File: src/rtl/relu_maxpool_unit.sv
// relu_maxpool_unit
//
// Post-convolution stage for one horizontal strip. Once the convolution unit
// has filled its strip output memory, this block walks the conv feature map in
// 2x2 / stride-2 windows. It reads the four values of each window, keeps the
// running signed maximum, and writes ReLU(max) into the pooled-strip memory.
//
// Parameters
//   OUT_XSIZE : conv feature-map width
//   OUT_YSIZE : conv feature-map height
//   RD_LAT    : read latency of the strip output memory (1..4 cycles)
//
// Ports
//   clk       : single clock, rising edge
//   reset     : synchronous, active-high
//   start     : level-sensitive request to pool the strip
//   conv_done : convolution unit has finished its strip (sampled in IDLE only)
//   rd_en     : read enable to the strip output memory
//   rd_addr   : conv feature-map read address, row-major
//   rd_data   : conv value, valid RD_LAT cycles after its address
//   wr_en     : write strobe to the pooled memory, one cycle per window
//   wr_addr   : pooled address, row-major
//   wr_data   : ReLU(max of window)
//   done      : strip pooled; held until start drops
module relu_maxpool_unit #(
    parameter int OUT_XSIZE = 222,
    parameter int OUT_YSIZE = 28,
    parameter int RD_LAT    = 2
) (
    input  logic              clk,
    input  logic              reset,
    input  logic              start,
    input  logic              conv_done,
    output logic              rd_en,
    output logic [15:0]       rd_addr,
    input  logic signed [8:0] rd_data,
    output logic              wr_en,
    output logic [15:0]       wr_addr,
    output logic signed [8:0] wr_data,
    output logic              done
);

    localparam int POOL_X = OUT_XSIZE / 2;
    localparam int POOL_Y = OUT_YSIZE / 2;

    // Window cycle counter values: RD occupies cycles 0..3, data returns in
    // cycles RD_LAT..RD_LAT+3, and the last return coincides with the last
    // DRAIN cycle.
    localparam logic [3:0]  CAP_FIRST = 4'(RD_LAT);
    localparam logic [3:0]  CAP_LAST  = 4'(RD_LAT + 3);
    localparam logic [15:0] LAST_PCOL = 16'(POOL_X - 1);
    localparam logic [15:0] LAST_PROW = 16'(POOL_Y - 1);
    localparam logic [15:0] XSTEP     = 16'(OUT_XSIZE);
    localparam logic [15:0] ROW_STEP  = 16'(2 * OUT_XSIZE);

    typedef enum logic [2:0] {
        IDLE,
        RD,
        DRAIN,
        WR,
        DONE
    } state_t;

    state_t             r_state;
    logic [3:0]         r_cyc;
    logic [15:0]        r_pcol;
    logic [15:0]        r_prow;
    logic [15:0]        r_rowBase;
    logic [15:0]        r_wrPtr;
    logic signed [8:0]  r_max;
    logic               r_rdEn;
    logic [15:0]        r_rdAddr;
    logic               r_wrEn;
    logic [15:0]        r_wrAddr;
    logic signed [8:0]  r_wrData;
    logic               r_done;

    state_t             w_stateNext;
    logic [3:0]         w_cycNext;
    logic [15:0]        w_pcolNext;
    logic [15:0]        w_prowNext;
    logic [15:0]        w_rowBaseNext;
    logic [15:0]        w_wrPtrNext;
    logic               w_capture;
    logic signed [8:0]  w_maxNext;
    logic [15:0]        w_offset;
    logic               w_rdEnNext;
    logic [15:0]        w_rdAddrNext;
    logic               w_wrEnNext;
    logic [15:0]        w_wrAddrNext;
    logic signed [8:0]  w_wrDataNext;
    logic               w_doneNext;

    // Running maximum. The first returned element of a window overwrites
    // whatever is left from the previous window, so no explicit clear is
    // needed between windows.
    always_comb begin
        w_capture = ((r_state == RD) || (r_state == DRAIN)) &&
                    (r_cyc >= CAP_FIRST) && (r_cyc <= CAP_LAST);
        w_maxNext = r_max;
        if (w_capture && ((r_cyc == CAP_FIRST) || (rd_data > r_max))) begin
            w_maxNext = rd_data;
        end
    end

    // Next-state and window index logic. The row base (2*prow*OUT_XSIZE) and
    // the pooled write pointer are tracked incrementally so no multiplier is
    // needed for either address.
    always_comb begin
        w_stateNext   = r_state;
        w_cycNext     = r_cyc + 4'd1;
        w_pcolNext    = r_pcol;
        w_prowNext    = r_prow;
        w_rowBaseNext = r_rowBase;
        w_wrPtrNext   = r_wrPtr;
        case (r_state)
            IDLE: begin
                w_cycNext     = 4'd0;
                w_pcolNext    = 16'd0;
                w_prowNext    = 16'd0;
                w_rowBaseNext = 16'd0;
                w_wrPtrNext   = 16'd0;
                if (start && conv_done) begin
                    w_stateNext = RD;
                end
            end
            RD: begin
                if (r_cyc == 4'd3) begin
                    w_stateNext = DRAIN;
                end
            end
            DRAIN: begin
                if (r_cyc == CAP_LAST) begin
                    w_stateNext = WR;
                end
            end
            WR: begin
                w_cycNext   = 4'd0;
                w_wrPtrNext = r_wrPtr + 16'd1;
                if (r_pcol == LAST_PCOL) begin
                    w_pcolNext    = 16'd0;
                    w_prowNext    = r_prow + 16'd1;
                    w_rowBaseNext = r_rowBase + ROW_STEP;
                end else begin
                    w_pcolNext = r_pcol + 16'd1;
                end
                if ((r_pcol == LAST_PCOL) && (r_prow == LAST_PROW)) begin
                    w_stateNext = DONE;
                end else begin
                    w_stateNext = RD;
                end
            end
            DONE: begin
                w_cycNext = 4'd0;
                if (!start) begin
                    w_stateNext = IDLE;
                end
            end
            default: begin
                w_stateNext = IDLE;
            end
        endcase
    end

    // Output values for the coming cycle, derived from the next state so that
    // every output can be registered and still line up with its state.
    always_comb begin
        case (w_cycNext[1:0])
            2'd0:    w_offset = 16'd0;
            2'd1:    w_offset = 16'd1;
            2'd2:    w_offset = XSTEP;
            default: w_offset = XSTEP + 16'd1;
        endcase
        w_rdEnNext   = 1'b0;
        w_rdAddrNext = r_rdAddr;
        w_wrEnNext   = 1'b0;
        w_wrAddrNext = r_wrAddr;
        w_wrDataNext = r_wrData;
        w_doneNext   = 1'b0;
        case (w_stateNext)
            IDLE: begin
                w_rdAddrNext = 16'd0;
                w_wrAddrNext = 16'd0;
                w_wrDataNext = 9'sd0;
            end
            RD: begin
                w_rdEnNext   = 1'b1;
                w_rdAddrNext = w_rowBaseNext + w_pcolNext + w_pcolNext + w_offset;
            end
            WR: begin
                w_wrEnNext   = 1'b1;
                w_wrAddrNext = r_wrPtr;
                w_wrDataNext = w_maxNext[8] ? 9'sd0 : w_maxNext;
            end
            DONE: begin
                w_doneNext = 1'b1;
            end
            default: begin
            end
        endcase
    end

    // State, indices, running max and registered outputs. Reset drops any
    // window in flight without emitting a write.
    always_ff @(posedge clk) begin
        if (reset) begin
            r_state   <= IDLE;
            r_cyc     <= 4'd0;
            r_pcol    <= 16'd0;
            r_prow    <= 16'd0;
            r_rowBase <= 16'd0;
            r_wrPtr   <= 16'd0;
            r_max     <= 9'sd0;
            r_rdEn    <= 1'b0;
            r_rdAddr  <= 16'd0;
            r_wrEn    <= 1'b0;
            r_wrAddr  <= 16'd0;
            r_wrData  <= 9'sd0;
            r_done    <= 1'b0;
        end else begin
            r_state   <= w_stateNext;
            r_cyc     <= w_cycNext;
            r_pcol    <= w_pcolNext;
            r_prow    <= w_prowNext;
            r_rowBase <= w_rowBaseNext;
            r_wrPtr   <= w_wrPtrNext;
            r_max     <= w_maxNext;
            r_rdEn    <= w_rdEnNext;
            r_rdAddr  <= w_rdAddrNext;
            r_wrEn    <= w_wrEnNext;
            r_wrAddr  <= w_wrAddrNext;
            r_wrData  <= w_wrDataNext;
            r_done    <= w_doneNext;
        end
    end

    assign rd_en   = r_rdEn;
    assign rd_addr = r_rdAddr;
    assign wr_en   = r_wrEn;
    assign wr_addr = r_wrAddr;
    assign wr_data = r_wrData;
    assign done    = r_done;

endmodule
File: config.mk
export PLATFORM = sky130hd
export DESIGN_NAME = relu_maxpool_unit
export DESIGN_NICKNAME = d
export VERILOG_FILES = /design/src/rtl/relu_maxpool_unit.sv
export SDC_FILE = /design/constraint.sdc
export NUM_CORES = 1
export LEC_CHECK = 0
export CAP_MARGIN = 20
export CORE_ASPECT_RATIO = 1.1
export CORE_MARGIN = 10
export CORE_UTILIZATION = 40
export CTS_BUF_LIST = sky130_fd_sc_hd__clkbuf_16
export DETAILED_ROUTE_END_ITERATION = 16
export RECOVER_POWER = 25
export SKIP_CTS_REPAIR_TIMING = 1
export SYNTH_ARGS = -nofsm -noshare
export SYNTH_HDL_FRONTEND = slang
export SYNTH_SLANG_ARGS = --single-unit
File: constraint.sdc
create_clock -name clk -period 11.29 [get_ports clk]
set_clock_uncertainty 0.05 [all_clocks]
set_input_delay 2.258 -clock clk [delete_from_list [all_inputs] [get_ports clk]]
set_output_delay 2.258 -clock clk [all_outputs]
set_load 0.005 [all_outputs]
**After elaboration in Yosys (flattened, before gate mapping)**

Index checks and enable logic that the tools add are counted.

- Bits in registers: 124
- Bits in latches: 0
- Bits in writable memories: 0
- ROM bits: 0
- Output and inout bits: 44
- Logic and storage cells: 79
- Memories kept: 0

- Add/subtract/negate cells: 8
- Multiply operators: 0
- Div/mod/pow operators: 0
- Order comparisons: 3
- Equal/unequal tests: 15
- Shift-type cells: 0
- Multiplexer cells: 23
- Bitwise operators: 0
- Reduce and logical (&&, ||, !) cells: 16

Operators by type and width:

| kind | count |
|---|---|
| one-hot mux 16 bit (2 select lines) | 6 |
| adder 16 x 1 -> 16 bit, second input constant | 3 |
| adder 16 bit | 3 |
| two-way mux 16 bit | 3 |
| one-hot mux 8 bit (3 select lines) | 1 |
| one-hot mux 9 bit (2 select lines) | 1 |
| adder 16 x 9 -> 16 bit, second input constant | 1 |
| equality test 16 x 4 -> 1 bit, second input constant | 1 |
| equality test 16 x 7 -> 1 bit, second input constant | 1 |
| two-way mux 3 bit | 5 |
| one-hot mux 3 bit (5 select lines) | 1 |
| equality test 3 x 2 -> 1 bit, second input constant | 3 |
| greater-than comparator 9 bit | 1 |
| two-way mux 9 bit | 1 |
| equality test 4 x 2 -> 1 bit, second input constant | 2 |
| two-way mux 8 bit | 1 |
| equality test 3 x 1 -> 1 bit, second input constant | 2 |
| equality test 3 bit, second input constant | 2 |
| zero test 3 bit | 2 |
| nonzero test 2 bit | 3 |
| logical AND 1 bit | 5 |
| adder 4 x 1 -> 4 bit, second input constant | 1 |
| equality test 4 x 3 -> 1 bit, second input constant | 1 |
| >= comparator 4 x 2 -> 1 bit, second input constant | 1 |
| other kinds (11) | 14 |

**Logic depth before layout (Yosys ltp)**

- Depth in word-level cells: 8
- Depth in mapped cells: 20
- Mapped depth without buffers: 18

**Least setup slack after synthesis**

OpenSTA, ideal clock, no wires.

- Path type: flip-flop to flip-flop
- Start: register r_state[2]
- End: register r_rdAddr[13], in the netlist rd_addr[13]
- Setup time: 0.070 ns
- Arrival: 4.227 ns
- Slack: 6.942 ns
- Cell stages (with the launch flop): 17
- Cells stage by stage: dfxtp_1 -> clkbuf_1 -> and3b_1 -> clkbuf_1 -> clkbuf_1 -> or3_1 -> fa_1 -> inv_1 -> ha_1 -> fa_1 -> a21oi_1 -> o21ai_0 -> o22ai_2 -> o221ai_1 -> o21a_1 -> or4_1 -> a21oi_1

- Word-level cells in the longest chain between the ends: 7
- Elaborated cells between the ends (all ways): 25
- Classes of those cells: add/sub (3); eq/ne (7); mux (10); reduce/logical (5)

RTL lines:

| what | RTL line | text |
|---|---|---|
| from (decl) | 64 | `state_t r_state;` |
| from (signal assigned) | 221 | `r_state <= w_stateNext;` |
| branches (longest 7 deep; another with adder 16 bit) | - |  |
| to (signal assigned) | 229 | `r_rdAddr <= w_rdAddrNext;` |
| to (decl) | 72 | `logic [15:0] r_rdAddr;` |

Several ways; the timed one is not identified.
A chain may end at the register's enable or synchronous reset.

==> summary.md <==
| Metric | Value |
|---|---|
| Drt pass-1 iters | 5 |
| Net count after synthesis | 799 |
| Final WL | 15500 um |
| Period minus WS final | 6.13 ns |
| Number of buffers on the longest clock path | 2 |
| Max incr delay on CP | 2.59 ns |
| Synthesized flop and latch total | 123 |
| Run status | finished with violations |
| Vias after detailed routing | 5453 |
| Clock-pin slew of the registers on the worst-case setup and hold paths | 0.06 ns |
| Routability cong. | 0.841 |
| Global-route wire length before repair | 26300 um |
| Dominant synthesized flop cell | sky130_fd_sc_hd__dfxtp_1 |
| Largest cells by area after synthesis | sky130_fd_sc_hd__dfxtp_1 38%, sky130_fd_sc_hd__ha_1 8.2%, sky130_fd_sc_hd__nor2_1 5.2% |
| Die area | 21500 um2 |
| Arrival time at the worst endpoint | 6.38 ns |
| Fin Setup TNS | 0 ns |
| Tcrit/Tclk final | 54.3% |
| First DRT Iteration DRCs | 282 |
| Fraction of registers with async set/reset | 0% |
| Worst reg-to-reg path cell count | 14 |
| Xor/xnor share of the synthesized area | 4.44% |
| Clock sink count | 123 |
| Clock latency on the worst-skew pair | 0.42 ns |
| Number of distinct library cells after synthesis | 65 |
| Vias per cell | 5.47 |
| Total of max-cap violations | 1 |
| Share of the core filled with cells | 49.1% |
| Nets@finish | 846 |
| Required time of the critical path | 11.54 ns |
| Share of the synthesized area in the top cell type | 38.3% |
| Cells after synthesis | 737 |
| Critical Path Sink Type | register |
| Slew at the pin closest to its max-slew limit | 3.70 ns |
| Mux cell area share after synthesis | 2.06% |
| Normalized max-slew margin | -146% |
| Synth cell count leaders | 123 x sky130_fd_sc_hd__dfxtp_1, 89 x sky130_fd_sc_hd__nor2_1, 56 x sky130_fd_sc_hd__nand2_1 |
| Post-synth top area cell | sky130_fd_sc_hd__dfxtp_1 |
| Hold Violations, Final | 0 |
| Synth-to-Final Area Change | 20.4% |
| Fraction of final layout cells with drive strength greater than 1 | 7.03% |
| Leakage | 2.89 nW |
| Highest clock frequency the design can meet | 163 MHz |
| Count of pins over their slew limit | 82 |
| Crit path cell chain | buf_2 -> clkbuf_1 -> nor2_1 -> a22o_1 |
| Via count of the first global-routing pass | 5354 |
| IR drop worst, VDD | 0.0000995 V |
| Buffers and inverters on the worst path | 2 |
| Library cell used as clock root buffer | sky130_fd_sc_hd__clkbuf_16 |
| Share of synthesized cell area in full adder, half adder and majority cells | 10.4% |
| Non-filler cells in the finished layout | 997 |
| Failing checks | capacitance limit, slew limit |
| Count of warnings emitted by yosys | 0 |
| Largest family of logic cells by synthesized area | simple AND/OR/NAND/NOR gates |
| GR Overflow Total | 0 |
| Simple-Gate Fraction of Synth Area | 22.5% |
| Cell area after synthesis | 6420 um2 |
| EDFF count, synth | 0 |
| RSZ-0062 raised after global routing | no |
| Start-to-end type of the worst setup path | in -> reg |
| Combined global-route utilization of all metal layers | 14.6% |
| CTS tree | done |
| Area fraction in compound gates after synthesis | 17.7% |
| Tightest Hold Check Type | reg -> reg |
| Pwr/cell area | 134 nW/um2 |
| Deepest level of the CTS H-tree | 4 |
| Post-DRT Antenna Nets | 0 |
| Setup violations, final | 0 |
| Cell type of the slowest stage on the worst timing path | sky130_fd_sc_hd__clkbuf_1 |
| Port Buffer Count | 55 |
| Detailed Place HPWL | 11300 um |
| Worst hold path depth | 2 |
| Placed Instances | 964 |
| Instance count on the critical path | 4 |
| CTS buffer count | 17 |
| Effective utilization at floorplan | 40.8% |
| Ports placed on the boundary | 57 |
| Maximum number of pins on one net before global-route repair | 82 |
| Wire length per cell | 15.5 um |
| Cell type group with the largest total delay on the critical path | buffers and inverters |
| Core Area | 15700 um2 |
| Number of inserted diodes | 0 |
| Chip width | 141 um |
| Std-Cell Rows | 48 |
| Startpoint type of the worst setup path | primary input |
| Die boundary height | 153 um |
| Syn avg cell area | 8.72 um2 |
| Initial antenna violation count | 0 |
| Share of synthesized area occupied by flip-flops and latches | 38.3% |
| Remaining routing DRC violations | 0 |
| Library cell with the highest instance count after synthesis | sky130_fd_sc_hd__dfxtp_1 |
| Largest fanout on the critical path | 81 |
| Number of filler instances in the final layout | 1491 |
-- cell type report --
class | count | area (um2) | share of cell area, %
multi-input cells | 543 | 3670 | 47.5
clock buffers | 17 | 425 | 5.50
flip-flops and latches | 123 | 2460 | 31.8
repair buffers | 60 | 579 | 7.49
well taps | 200 | 250 | 3.24
clock inverters | 15 | 198 | 2.56
inverters | 39 | 146 | 1.89
-- report_power, final --
group / internal, W / total [W] / switching [W]
combinational: 0.0000119 / 0.0000355 / 0.0000236
clock: 0.000368 / 0.000568 / 0.000200
sequential: 0.000435 / 0.000436 / 0.00000116
-- placed cells by master (no fill, tap or decap), types with 9 or more instances in the layout --
master / count
sky130_fd_sc_hd__dfxtp_1: 123
sky130_fd_sc_hd__nand2_1: 56
sky130_fd_sc_hd__nor2b_1: 14
sky130_fd_sc_hd__xor2_1: 10
sky130_fd_sc_hd__and3_1: 9
sky130_fd_sc_hd__or3_1: 18
sky130_fd_sc_hd__clkdlybuf4s50_1: 54
sky130_fd_sc_hd__clkbuf_16: 17
sky130_fd_sc_hd__o31ai_1: 14
sky130_fd_sc_hd__o21ai_0: 27
sky130_fd_sc_hd__ha_1: 42
sky130_fd_sc_hd__nor2_1: 89
sky130_fd_sc_hd__o21a_1: 11
sky130_fd_sc_hd__a22o_1: 27
sky130_fd_sc_hd__nand4_1: 17
sky130_fd_sc_hd__a21oi_1: 38
sky130_fd_sc_hd__nor3_1: 20
sky130_fd_sc_hd__inv_1: 38
sky130_fd_sc_hd__xnor2_1: 20
sky130_fd_sc_hd__nand3_1: 28
sky130_fd_sc_hd__mux2i_1: 11
-- cell families after synthesis --
kind of cell,count (synthesis)
compound gates,161
xor+xnor,31
fa+ha+maj,49
buf+inv,71
flops,123
mux,13
other cells,1
simple gates,288
-- worst register-to-register path, delay by kind of cell, from the launching register on --
kind / cells / cell delay, ns
AND/OR/NAND/NOR: 7 / 2.99
XOR/XNOR: 1 / 0.21
flip-flops: 1 / 0.54
AO/OA/AOI/OAI: 4 / 0.81
adder cells (fa/ha/maj): 2 / 0.54
-- registers in the layout, indices dropped and copies added, names as in the netlist, named ones only --
register,cells
done,1
r_cyc,4
r_max,9
r_pcol,15
r_prow,16
r_rowBase,16
r_state,3
r_wrPtr,16
rd_addr,16
rd_en,1
wr_addr,16
wr_data,8
wr_en,1
-- per-stage QoR --
stage          area (um2)  setup slack [ns]  hold slack (ns)  total power, W
2_1_floorplan        6420              6.94            0.359        0.000468
3_3_place_gp         7100              6.22            0.370        0.000481
3_5_place_dp         7110              6.19            0.372        0.000482
4_1_cts              7730              6.14            0.380         0.00105
5_1_grt              7730              4.61            0.418         0.00108
6_report             7730              5.16            0.380         0.00104
-- final timing paths --
path,slack [ns],endpoint,from
max,5.16,rd_addr[12],reset
min reg2reg,0.38,r_rowBase[1],r_rowBase[1]
min,0.38,r_rowBase[1],r_rowBase[1]
max reg2reg,6.04,rd_addr[13],r_state[1]
-- routing by layer --
| metal | vias to the layer above | part of all wire (%) | GRT usage (%) |
|---|---|---|---|
| met1 | 2608 | 47 | 18.0 |
| li1 | 2725 | - | - |
| met2 | 100 | 48 | 23.7 |
| met5 | - | 0 | 0 |
| met4 | 0 | 1.7 | 5.95 |
| met3 | 20 | 3.6 | 3.56 |
(Power assumes the default switching activity.)
